## config.mk

```make
export PLATFORM = sky130hd
export DESIGN_NAME = coe_bank_ctrl
export DESIGN_NICKNAME = d
export VERILOG_FILES = /design/src/rtl/video_filter_pkg.sv /design/src/rtl/coe_bank_regfile.sv /design/src/rtl/coe_bank_ctrl.sv
export SDC_FILE = /design/constraint.sdc
export NUM_CORES = 1
export LEC_CHECK = 0
export CORE_MARGIN = 3
export CORE_UTILIZATION = 59
export CTS_CLUSTER_SIZE = 10
export DETAILED_ROUTE_END_ITERATION = 12
export PLACE_DENSITY = 0.85
export SYNTH_ARGS = -nofsm -noshare
export SYNTH_HDL_FRONTEND = slang
export SYNTH_HIERARCHICAL = 1
export SYNTH_SLANG_ARGS = --single-unit
```

## constraint.sdc

```tcl
create_clock -name clk -period 6.6 [get_ports clk]
set_input_delay 1.65 -clock clk [delete_from_list [all_inputs] [get_ports clk]]
set_output_delay 1.65 -clock clk [all_outputs]
set_load 0.02 [all_outputs]
```

## src/rtl/video_filter_pkg.sv

```systemverilog
// Shared types and constants for the 2-D convolution video filter.
package video_filter_pkg;

  localparam int FILTER_DIM  = 5;
  localparam int COE_WIDTH   = 16;
  localparam int KERNEL_SIZE = FILTER_DIM * FILTER_DIM;

  typedef logic signed [COE_WIDTH-1:0] coe_t;

  typedef enum logic [1:0] {
    IDLE,
    LOAD,
    ARMED,
    SWAP
  } state_t;

endpackage

```

## src/rtl/coe_bank_regfile.sv

```systemverilog
// Shadow and active coefficient banks: per-index write, copy-all, optional read.
// Optional readback port when COE_READBACK_EN is defined.
module coe_bank_regfile #(
  parameter int                   DEPTH     = 25,
  parameter int                   COE_WIDTH = 16,
  parameter int                   ADDR_W    = 8,
  parameter logic [COE_WIDTH-1:0] RESET_COE = '1
) (
  input  logic                       clk,
  input  logic                       reset,
  input  logic                       wr_en,
  input  logic [ADDR_W-1:0]          wr_addr,
  input  logic [COE_WIDTH-1:0]       wr_data,
  input  logic                       copy_all,
`ifdef COE_READBACK_EN
  input  logic [ADDR_W-1:0]          rd_addr,
  input  logic                       rd_sel,
  output logic [COE_WIDTH-1:0]       rd_data,
`endif
  output logic [DEPTH*COE_WIDTH-1:0] active_flat
);

  logic [COE_WIDTH-1:0] shadow [DEPTH];
  logic [COE_WIDTH-1:0] active [DEPTH];

  // Writes and copy are never requested together; the FSM only copies when writes are locked out.
  always_ff @(posedge clk or negedge reset) begin
    if (!reset) begin
      for (int k = 0; k < DEPTH; k++) begin
        shadow[k] <= RESET_COE;
        active[k] <= RESET_COE;
      end
    end else begin
      for (int k = 0; k < DEPTH; k++) begin
        if (wr_en && wr_addr == ADDR_W'(k)) shadow[k] <= wr_data;
        if (copy_all) active[k] <= shadow[k];
      end
    end
  end

  always_comb begin
    active_flat = '0;
    for (int k = 0; k < DEPTH; k++) active_flat[k*COE_WIDTH +: COE_WIDTH] = active[k];
  end

`ifdef COE_READBACK_EN
  logic [COE_WIDTH-1:0] rd_mux;

  // No index matches an out-of-range address, so it reads back as zero.
  always_comb begin
    rd_mux = '0;
    for (int k = 0; k < DEPTH; k++) begin
      if (rd_addr == ADDR_W'(k)) rd_mux = rd_sel ? shadow[k] : active[k];
    end
  end

  always_ff @(posedge clk or negedge reset) begin
    if (!reset) rd_data <= '0;
    else        rd_data <= rd_mux;
  end
`endif

endmodule

```

## src/rtl/coe_bank_ctrl.sv

```systemverilog
// Coefficient-set controller: double-buffered kernel swapped only on an accepted SOF.
// Optional shadow/active readback port when COE_READBACK_EN is defined.
//
// state | meaning
// IDLE  | no shadow writes since last swap or reset
// LOAD  | at least one shadow write accepted
// ARMED | commit waiting for start-of-frame
// SWAP  | one-cycle swap indication
module coe_bank_ctrl
  import video_filter_pkg::*;
#(
  parameter int                   FILTER_DIM = video_filter_pkg::FILTER_DIM,
  parameter int                   COE_WIDTH  = video_filter_pkg::COE_WIDTH,
  parameter int                   ADDR_W     = 8,
  parameter logic [COE_WIDTH-1:0] RESET_COE  = COE_WIDTH'(16'h7FFF)
) (
  input  logic                                   clk,
  input  logic                                   reset,
  input  logic                                   cfg_wr_en,
  input  logic [ADDR_W-1:0]                      cfg_wr_addr,
  input  logic [COE_WIDTH-1:0]                   cfg_wr_data,
  input  logic                                   cfg_commit,
  output logic                                   cfg_err,
  output logic                                   cfg_pending,
`ifdef COE_READBACK_EN
  input  logic [ADDR_W-1:0]                      cfg_rd_addr,
  input  logic                                   cfg_rd_sel,
  output logic [COE_WIDTH-1:0]                   cfg_rd_data,
`endif
  input  logic                                   vid_tvalid,
  input  logic                                   vid_tready,
  input  logic                                   vid_tuser,
  output logic [FILTER_DIM*FILTER_DIM*COE_WIDTH-1:0] coe_flat,
  output logic                                   coe_update,
  output logic [15:0]                            frame_cnt
);

  localparam int KSIZE = FILTER_DIM * FILTER_DIM;

  state_t state, state_nxt;
  logic   sof, addr_ok, wr_ok, wr_rej, copy_all;

  assign sof      = vid_tvalid & vid_tready & vid_tuser;
  // Extra bit keeps the bound exact when 2**ADDR_W equals the kernel size.
  assign addr_ok  = {1'b0, cfg_wr_addr} < (ADDR_W+1)'(KSIZE);
  assign wr_rej   = cfg_wr_en & ~wr_ok;
  assign copy_all = (state == ARMED) & sof;

  always_comb begin
    state_nxt = state;
    wr_ok     = 1'b0;
    case (state)
      IDLE: begin
        wr_ok = cfg_wr_en & addr_ok;
        if (cfg_commit)  state_nxt = ARMED;
        else if (wr_ok)  state_nxt = LOAD;
      end
      LOAD: begin
        wr_ok = cfg_wr_en & addr_ok;
        if (cfg_commit) state_nxt = ARMED;
      end
      ARMED:   if (sof) state_nxt = SWAP;
      SWAP:    state_nxt = IDLE;
      default: state_nxt = IDLE;
    endcase
  end

  always_ff @(posedge clk or negedge reset) begin
    if (!reset) begin
      state      <= IDLE;
      cfg_err    <= 1'b0;
      coe_update <= 1'b0;
      frame_cnt  <= '0;
    end else begin
      state      <= state_nxt;
      cfg_err    <= wr_rej;
      coe_update <= copy_all;
      if (sof) frame_cnt <= frame_cnt + 16'd1;
    end
  end

  assign cfg_pending = (state == ARMED);

  coe_bank_regfile #(
    .DEPTH     (KSIZE),
    .COE_WIDTH (COE_WIDTH),
    .ADDR_W    (ADDR_W),
    .RESET_COE (RESET_COE)
  ) u_regfile (
    .clk         (clk),
    .reset       (reset),
    .wr_en       (wr_ok),
    .wr_addr     (cfg_wr_addr),
    .wr_data     (cfg_wr_data),
    .copy_all    (copy_all),
`ifdef COE_READBACK_EN
    .rd_addr     (cfg_rd_addr),
    .rd_sel      (cfg_rd_sel),
    .rd_data     (cfg_rd_data),
`endif
    .active_flat (coe_flat)
  );

endmodule
```

Word-level counts from Yosys, hierarchy flattened
Index checks and enable logic that the tools add are counted.
{"block": "totals", "regBits": 820, "inputBits": 31, "out_inout_bits": 419, "word_cells": 127}
{"block": "op_classes", "addsub": 1, "magnitude_cmp": 1, "eq_ne": 30, "n_mux": 6, "n_bitwise": 6, "n_reduce_logical": 29}
{"cell": "$eq 8x5->1 const B", "n": 9}
{"cell": "$eq 8x4->1 const B", "n": 8}
{"cell": "$eq 8x3->1 const B", "n": 4}
{"cell": "$logic_and 1x1->1", "n": 25}
{"cell": "$add 16x1->16 const B", "n": 1}
{"cell": "$eq 8x2->1 const B", "n": 2}
{"cell": "$eq 8x1->1 const B", "n": 1}
{"cell": "$logic_not 8->1", "n": 1}
{"cell": "$lt 8x5->1 const B", "n": 1}
{"cell": "$mux 2", "n": 4}
{"cell": "$pmux 2 s4", "n": 1}
{"cell": "$and 1x1->1", "n": 5}
{"cell": "$eq 2x2->1 const B", "n": 2}
{"cell": "$ne 3x3->1 const B", "n": 1}
{"cell": "$reduce_and 3->1", "n": 1}
{"cell": "$eq 2x1->1 const B", "n": 1}
{"cell": "$logic_not 2->1", "n": 1}
{"cell": "$ne 2x1->1 const B", "n": 1}
{"cell": "$ne 2x2->1 const B", "n": 1}
{"cell": "$reduce_or 2->1", "n": 1}
{"cell": "$mux 1", "n": 1}
{"cell": "$not 1->1", "n": 1}

Depth between registers and ports, before layout
{"block": "logic_depth", "depth_word": 5, "depth_mapped": 10, "ltp_nobuf": 7}

By module
The synthesis kept the hierarchy.
{"mod": "coe_bank_regfile", "instances": 1, "cells_each": 1747, "area_each_um2": 31343.8, "seq_area_each_um2": 20957.6}
{"mod": "coe_bank_ctrl", "instances": 1, "cells_each": 86, "area_each_um2": 978.4, "seq_area_each_um2": 500.5}

Worst setup path after synthesis
OpenSTA, ideal clock, no wires.
{"block": "synth_timing", "path_type": "input-to-reg", "start": "input cfg_wr_addr[2]", "end": "register u_regfile/shadow[197] (netlist bit)", "setup_time_ps": 82, "t_arrival_ps": 3638, "t_required_ps": 6518, "path_slack_ps": 2879, "cell_stages": 8, "path_buffers": 2, "cell_sequence": "o311ai_0 -> nand2_1 -> nor2_1 -> nor3b_4 -> and4_1 -> buf_6 -> buf_12 -> mux2_4"}
{"block": "synth_between", "elab_chain_cells": 4, "elab_cells_between_ends": 5, "cone_classes": "1 x order compare; 1 x eq/ne; 1 x mux; 1 x bitwise; 1 x reduce/logical"}
{"element": "start, declared", "line_no": "coe_bank_ctrl.sv:20", "text": "input logic [ADDR_W-1:0] cfg_wr_addr,"}
{"element": "$lt 8x5->1", "line_no": "coe_bank_ctrl.sv:45", "text": "assign addr_ok = {1'b0, cfg_wr_addr} < (ADDR_W+1)'(KSIZE);"}
{"element": "$and 1x1->1", "line_no": "coe_bank_ctrl.sv:54, coe_bank_ctrl.sv:59"}
{"element": "$mux 1"}
{"element": "net wr_ok", "line_no": "coe_bank_ctrl.sv:41", "text": "logic sof, addr_ok, wr_ok, wr_rej, copy_all;"}
{"element": "$logic_and 1x1->1", "line_no": "coe_bank_regfile.sv:35", "text": "if (wr_en && wr_addr == ADDR_W'(k)) shadow[k] <= wr_data;"}
{"element": "end signal, assigned by index", "line_no": "coe_bank_regfile.sv:35"}
{"element": "end, declared", "line_no": "coe_bank_regfile.sv:23", "text": "logic [COE_WIDTH-1:0] shadow [DEPTH];"}
The timed path passes the listed nets, and every way through them passes these cells.
A chain may end at the register's enable or synchronous reset.

Final worst setup path
{"block": "layout_timing", "start": "input cfg_wr_addr[2]", "end": "register u_regfile/shadow[159] (netlist bit)"}
The elaborated chain is that of the path after synthesis.

==> results.md <==
- Status: completed
- Skew-Pair Late Insertion Delay: roughly 0.63 ns
- Pwr/cell area: 256.9 mW/mm^2
- Crit start category: primary input
- Post-Layout Cell Count: 3015
- Die width: 240.1 microns
- Synth Area per Inst: ~18 sq um
- Final Skew: 0.02222 ns
- Fin nets: around 2.3k
- Final cycle utilization of the critical path: 0.6474
- Pins Over Slew Limit: 0
- LEAKAGE: 16.63 nW
- Die area: 0.05763 sq mm
- Grt total ovfl: 0
- Peak supply drop: ~0.18 mV
- CP arrival: 4.77 ns
- Tot GR Track Use: 0.2781
- Area contributors post-synth: dfstp_2 (61%), mux2_2 (25%), dfrtp_1 (5.4%)
- Gp weighted congestion: 0.8092
- Max-Cap Viols: 0
- Number of global-route vias before repair: 19.14k
- Clk sinks: between 800 and 900
- Synth Flop Type: dfstp_2
- WP data required: between 7 and 8 ns
- Final setup violation count: 0
- Post-route minimum period: 4.273 ns
- WL final: about 80000 microns
- Routed len/inst: 26.49 microns
- CTS Buf Count: 92
- Setup crit end kind: flip-flop
- Multi-input combinational cell area: 0.01025 sq mm
- Synth unique cells: 38
- Die height: 240.1 microns
- Share of the synthesized area in the top cell type: 0.6097
- ANT nets after route: 0
- Worst slack, placed: 1.749 ns
- Router iterations before antenna repair: 5
- Worst min-delay path category: reg -> reg
- Core Region: ~0.054 sq mm
- Most common cell after layout, fill and taps aside: dfstp_2
- Worst Path Max Fanout: 16
- Initial core utilization: 0.5983
- Hold Buf Count CTS: 0
- Final Hold Vio Count: 0
- Setup ws final: 2.327 ns
- Largest net degree at the start of global routing: 170
- Row Count: 85
- DRT iter0 DRCs: 926
- Synth area leader: dfstp_2
- Antenna cell count: 0
- Initial antenna violation count: 0
- Crit Path Class: in -> reg
- Hold_ws: 0.4942 ns
- DR vias: 17.33k
- Share of cells above drive strength 1: 0.7408
- Clock transition at path regs: 0.06 ns
- Post-Syn Instances: 1833
- Setup TNS: 0 ns
- DR DRC count: 0
- Flip-flop and latch area: 0.02146 sq mm
- H-tree depth: 3
- Port Buffers: 449
- Via density: 5.748
- Fill cell count: 3033
- Mapped cell area: 0.03232 sq mm
- Synthesized Nets: 1868
- Sequential cell area fraction in the yosys report: 0.6639
- Area Overhead vs Synth: 23.37%
- Highest-count cells in the layout ignoring fill and taps: dfstp_2 (750), mux2_2 (720), clkdlybuf4s50_1 (440)
- Worst-Margin Slew: 1.095 ns
- Post-DP HPWL: approximately 49000 microns
- Global-route wire length before repair: about 120000 microns
- Final std cell area, no fill: 0.03988 sq mm
- IO Count: 450
- Yosys warnings: 6
- CTS Root Cell: clkbuf_16
- Postcts setup bufs: 0
- CTS tree: yes
- FFs w/ async S/R, synth: 1.000
- EDFF count, synth: 0
- RSZ-0062 raised after global routing: no
- Post-place instance area: between 0.03 and 0.04 sq mm
- Resize count post-CTS: 0
- FF+latch count, synth: 820
- Slew Limit Headroom: 0.2699
- Buffer depth of the longest clock path: 3
- Max frequency: 0.2340 GHz
- Placed cell count: between 2k and 3k
==> metal layers <==
metal	global-route usage	wire, microns	vias up
met5	0	0	-
met3	0.08064	5700	128
met2	0.4636	39550	531
li1	-	-	7344
met4	0.1040	2711	0
met1	0.3471	31910	9327
==> cell type report <==
| class | count | share of cell area |
|---|---|---|
| Sequential cell | 820 | 0.5381 |
| Multi-Input combinational cell | 895 | 0.2572 |
| Timing Repair Buffer | 475 | 0.1189 |
| Clock buffer | 120 | 0.06222 |
| Tap cell | 696 | 0.02184 |
| Clock inverter | 5 | 0.001381 |
| Inverter | 4 | 0.0003765 |
==> where the power goes <==
part | leakage, nW | internal [W] | switching (W)
registers | 8.69 | 0.00513 | 0.0000489
clock network | 1.23 | 0.00259 | 0.00187
logic | 6.71 | 0.000222 | 0.000382
total | 16.6 | 0.00795 | 0.00230
==> synthesized netlist by cell type, types with 3 or more instances <==
cell type and number:
buf_6 15, dfrtp_1 70, nor2b_1 5, dfstp_2 750, mux2_1 3, and4_1 4
nand3_1 7, mux2_2 720, nand3_4 20, mux2_4 77, clkbuf_1 77, nand2_1 9
buf_2 15, and3_1 3, buf_4 5, ha_1 4, inv_1 4, xnor2_1 13
nor2_1 6
==> final timing paths <==
check / from / to / slack, ns / cells past startpoint
max: cfg_wr_addr[2] / u_regfile/shadow[159] / 2.33 / 7
min: frame_cnt[15] / frame_cnt[15] / 0.49 / 1
max reg2reg: state[0] / u_regfile/shadow[159] / 3.62 / 7
min reg2reg: frame_cnt[15] / frame_cnt[15] / 0.49 / 1
max in group asynchronous: reset / u_regfile/active_flat[238] / 4.00 / 2
min in group asynchronous: reset / u_regfile/active_flat[191] / 1.12 / 1
==> flip-flops by register name, indices dropped and copies added, names as in the netlist <==
signal                 cells
cfg_err                    1
coe_update                 1
u_regfile/shadow         400
state                      2
u_regfile/active_flat    400
frame_cnt                 16
==> logic make-up after synthesis <==
family / count (synthesis) / synth area share
fa+ha+maj: 4 / 0.001548
buf+inv: 118 / 0.01920
xor+xnor: 15 / 0.004065
flops: 820 / 0.6639
compound gates: 4 / 0.001006
simple gates: 70 / 0.02203
mux: 802 / 0.2883
==> metrics by stage <==
step / total power [W] / utilization
after floorplan: 0.005543 / -
after global placement: 0.005838 / 0.6912
after detailed placement: 0.005859 / 0.6912
after CTS: 0.01035 / 0.7381
after global routing: 0.01059 / 0.7381
final: 0.01024 / 0.7381
==> critical path: stages <==
cell	delay, ns
clkdlybuf4s50_1	0.58
o311ai_0	0.39
nand2_1	0.12
nor2_1	0.32
and3_2	0.42
and4_1	0.87
mux2_2	0.41
Power figures use the tool's default switching activity.
==> variant 1: new RTL, same settings <==
`ADDR_W` is set to 8 in 2 places; all go to 9.
--- a/src/rtl/coe_bank_regfile.sv
+++ b/src/rtl/coe_bank_regfile.sv
@@ -3,7 +3,7 @@
 module coe_bank_regfile #(
   parameter int                   DEPTH     = 25,
   parameter int                   COE_WIDTH = 16,
-  parameter int                   ADDR_W    = 8,
+  parameter int                   ADDR_W    = 9,
   parameter logic [COE_WIDTH-1:0] RESET_COE = '1
 ) (
   input  logic                       clk,
--- a/src/rtl/coe_bank_ctrl.sv
+++ b/src/rtl/coe_bank_ctrl.sv
@@ -11,7 +11,7 @@
 #(
   parameter int                   FILTER_DIM = video_filter_pkg::FILTER_DIM,
   parameter int                   COE_WIDTH  = video_filter_pkg::COE_WIDTH,
-  parameter int                   ADDR_W     = 8,
+  parameter int                   ADDR_W     = 9,
   parameter logic [COE_WIDTH-1:0] RESET_COE  = COE_WIDTH'(16'h7FFF)
 ) (
   input  logic                                   clk,
Interface: changed (resized cfg_wr_addr); port bits go from 450 to 451. No check against the original RTL was run, so the function may have changed too.
==> variant 1 against the unedited design <==
Final area shrank 0.97%. Setup slack got worse by 180 ps. Non-clock buffer count is 9 higher. Area after synthesis decreased by 1.5%. Sequential cell count unchanged. Power is 2.1% lower. Fmax fell by 4.0%. Routed wire length rose by 3.7%. Critical path type unchanged. Largest power group unchanged. Highest routed layer is now met5.
==> variant 1: results (changes against the unedited design) <==
| Metric | Value |
|---|---|
| Final non-filler cell total | 3006 (-0.30%) |
| GRT Total Usage | 29.4% (+1.6 points) |
| Drt pass-1 iters | 4 (-1) |
| Internal reg-to-reg setup slack | 3560 ps (-60 ps) |
| Met2 routed WL | 41300 um (+4.3%) |
| Leakage power | 16.4 nW (-1.5%) |
| Worst VDD drop | 213 uV (+18%) |
| Reg2reg end | u_regfile/shadow[191]$_DFFE_PN0P_ |
| Fillers | 3038 (+0.16%) |
| Antenna violations before repair | 4 (+4) |
| Status | finished clean |
| Post-synth top cells | 800 x mux2_2, 750 x dfstp_2, 79 x clkbuf_1 |
| Final nets | 2333 (+0.43%) |
| Worst slack, placed | 1550 ps (-198 ps) |
| Drt via density | 5.81 (+1.1%) |
| DR WL/cell | 27.5 um (+4.0%) |
| M1 GR Usage | 36.3% (+1.6 points) |
| Area of the multi-input gates | 9830 um2 (-4.2%) |
| DP Cell Count | 2891 (+0.035%) |
| WL met1 | 32100 um (+0.58%) |
| Placer Congestion | 0.851 (+5.2%) |
| DRT iter0 DRCs | 936 (+1.1%) |
| Reg2reg start | state[1]$_DFFE_PN0P_ |
| Clock skew | 28.6 ps (+6.43 ps) |
| Comb group | 0.000516 W (-15%) |
| DR top layer | met5 |
| Layout cell share with drive strength beyond 1 | 74.0% (about the same) |
| Met3 routed WL | 6270 um (+10%) |
==> variant 1: cell count changes in the layout (fill, tap and decap cells not counted), sizes merged, moves of 2 or more <==
cell	before	now
nand3	29	24
clkbuf	120	110
mux2i	2	0
nand4	2	5
nand2	9	11
and3b	2	0
clkdlybuf4s50	440	448
==> variant 1: logic make-up after synthesis <==
logic type / count (synthesis) / share of synthesized area [%]
and+or+nand+nor: 71 / 1.84
muxes: 800 / 28.3
DFF: 820 / 67.4
adders and majority gates: 4 / 0.157
xor gates and xnor gates: 15 / 0.413
AOI/OAI and AO/OA: 6 / 0.138
buffers and inverters: 117 / 1.74
==> variant 1: layout make-up <==
class | instances | share of cell area (%)
Clock buffer | 110 | 6.08
Clock inverter | 5 | 0.184
Inverter | 3 | 0.0285
Multi-Input combinational cell | 896 | 24.9
Sequential cell | 820 | 54.3
Tap cell | 688 | 2.18
Timing Repair Buffer | 484 | 12.3
==> variant 2: new RTL, same flow settings <==
Made on the original files. The 4 states of `state_t` get a one-hot encoding in 4 bits.
--- a/src/rtl/video_filter_pkg.sv
+++ b/src/rtl/video_filter_pkg.sv
@@ -7,11 +7,11 @@
 
   typedef logic signed [COE_WIDTH-1:0] coe_t;
 
-  typedef enum logic [1:0] {
-    IDLE,
-    LOAD,
-    ARMED,
-    SWAP
+  typedef enum logic [3:0] {
+    IDLE  = 4'b0001,
+    LOAD  = 4'b0010,
+    ARMED = 4'b0100,
+    SWAP  = 4'b1000
   } state_t;
 
 endpackage
Check against the original RTL: same outputs for any inputs over 4 cycles, from zero or initial values and one cycle with reset low; so few cycles prove little.
==> variant 2 against the unedited design <==
Power down 1.7%. Critical path depth unchanged. Hold slack worse by 20 ps. Setup slack worse by 92 ps. Sequential cell count up 2. Clock skew up 3.7 ps. Area after synthesis up 0.14%. Final area about the same. Routed wire length down 1.8%. Critical endpoint unchanged.
==> variant 2: results (changes against the unedited design) <==
| Metric | Value |
|---|---|
| Fin Hold WS | 474 ps (-20.1 ps) |
| Drt via density | 5.75 (+0.10%) |
| Clk_lat worst skew | 630 ps (about the same) |
| Post-DP HPWL | 48000 um (-2.0%) |
| WL met1 | 31200 um (-2.1%) |
| Met2 routed WL | 38900 um (-1.6%) |
| Post-DP Area | 37300 um2 (about the same) |
| Minimum clock period | 4360 ps (+91.6 ps) |
| Largest net degree at the start of global routing | 171 (+0.59%) |
| DRT iter0 DRCs | 813 (-12%) |
| Cells on worst reg2reg path | 6 (-1) |
| Post-CTS resize count | 0 (unchanged) |
| Internal cell power | 0.00786 W (-1.1%) |
| Critical path origin | cfg_wr_addr[2] |
| GRT Total Usage | 27.3% (-0.50 points) |
| Post-synthesis sequential area ratio | 66.5% (+0.069 points) |
| Clock skew | 25.9 ps (+3.70 ps) |
| Grt met2 use | 45.5% (-0.83 points) |
| DP Cell Count | 2891 (+0.035%) |
| Leakage power | 16.6 nW (-0.23%) |
| Arr. time, crit path | 4860 ps (+90 ps) |
| Max_slew headroom | 24.9% (-2.1 points) |
| Worst VDD drop | 193 uV (+6.4%) |
| Clock Power Share | 44.3% (+0.8 points) |
| Post-Synthesis Cells | 1841 (+0.44%) |
| Syn nets | 1873 (+0.27%) |
| M1 GR Usage | 34.1% (-0.65 points) |
| Comb group | 0.000445 W (-26%) |
| Area contributors post-synth | dfstp_2 61%, mux2_2 25%, dfrtp_1 5.5% |
| Met3 routed WL | 5700 um (about the same) |
| Global-route wire length before repair | 118000 um (-1.5%) |
| PwrDens | 253 nW/um2 (-1.6%) |
| Final nets | 2321 (-0.086%) |
| Reg2reg start | state[0]$_DFFE_PN1P_ |
| Post-synth cell types | 39 (+2.6%) |
| Async S/R FF share, synth | 100% (unchanged) |
| Internal reg-to-reg setup slack | 3640 ps (+20 ps) |
| Placer Congestion | 0.806 (-0.36%) |
| Via count | 17.3k (-0.029%) |
| Status | finished clean |
| Final wirelength | 78400 um (-1.8%) |
| Layout cell share with drive strength beyond 1 | 74.1% (about the same) |
| Delay of the slowest critical-path stage | 800 ps (-70 ps) |
| Vias in the first global route | 19.0k (-0.72%) |
[variant 2: changes by cell type in the layout (fill, tap and decap cells not counted), sizes merged, moves of 4 or more]
cell    unedited run  this run
clkbuf           120       115
buf               35        31
nor2               7        11
nor3               0         4
xnor2             13         9
xor2               2         6
[variant 2: kinds of logic after synthesis]
family	Yosys count	share of synthesized area (%)
AOI/OAI and AO/OA	3	0.0580
buffers and inverters	115	1.90
xor gates and xnor gates	15	0.406
adders and majority gates	1	0.0387
and+or+nand+nor	85	2.41
DFF	822	66.5
muxes	800	28.7
[variant 2: cell type report]
type                            instances  area [um2]
Clock buffer                          115        2470
Clock inverter                          5        55.1
Fill cell                            3162       14200
Inverter                                1        3.75
Multi-Input combinational cell        904       10300
Sequential cell                       822       21500
Tap cell                              696         871
Timing Repair Buffer                  468        4690
[variant 2: worst reg2reg max path, cell delays in order, from the launching register on]
cell	delay, ps
dfstp_2	540
nor2b_1	240
or2_2	170
and3_1	270
and3_2	400
and4_1	800
mux2_2	420
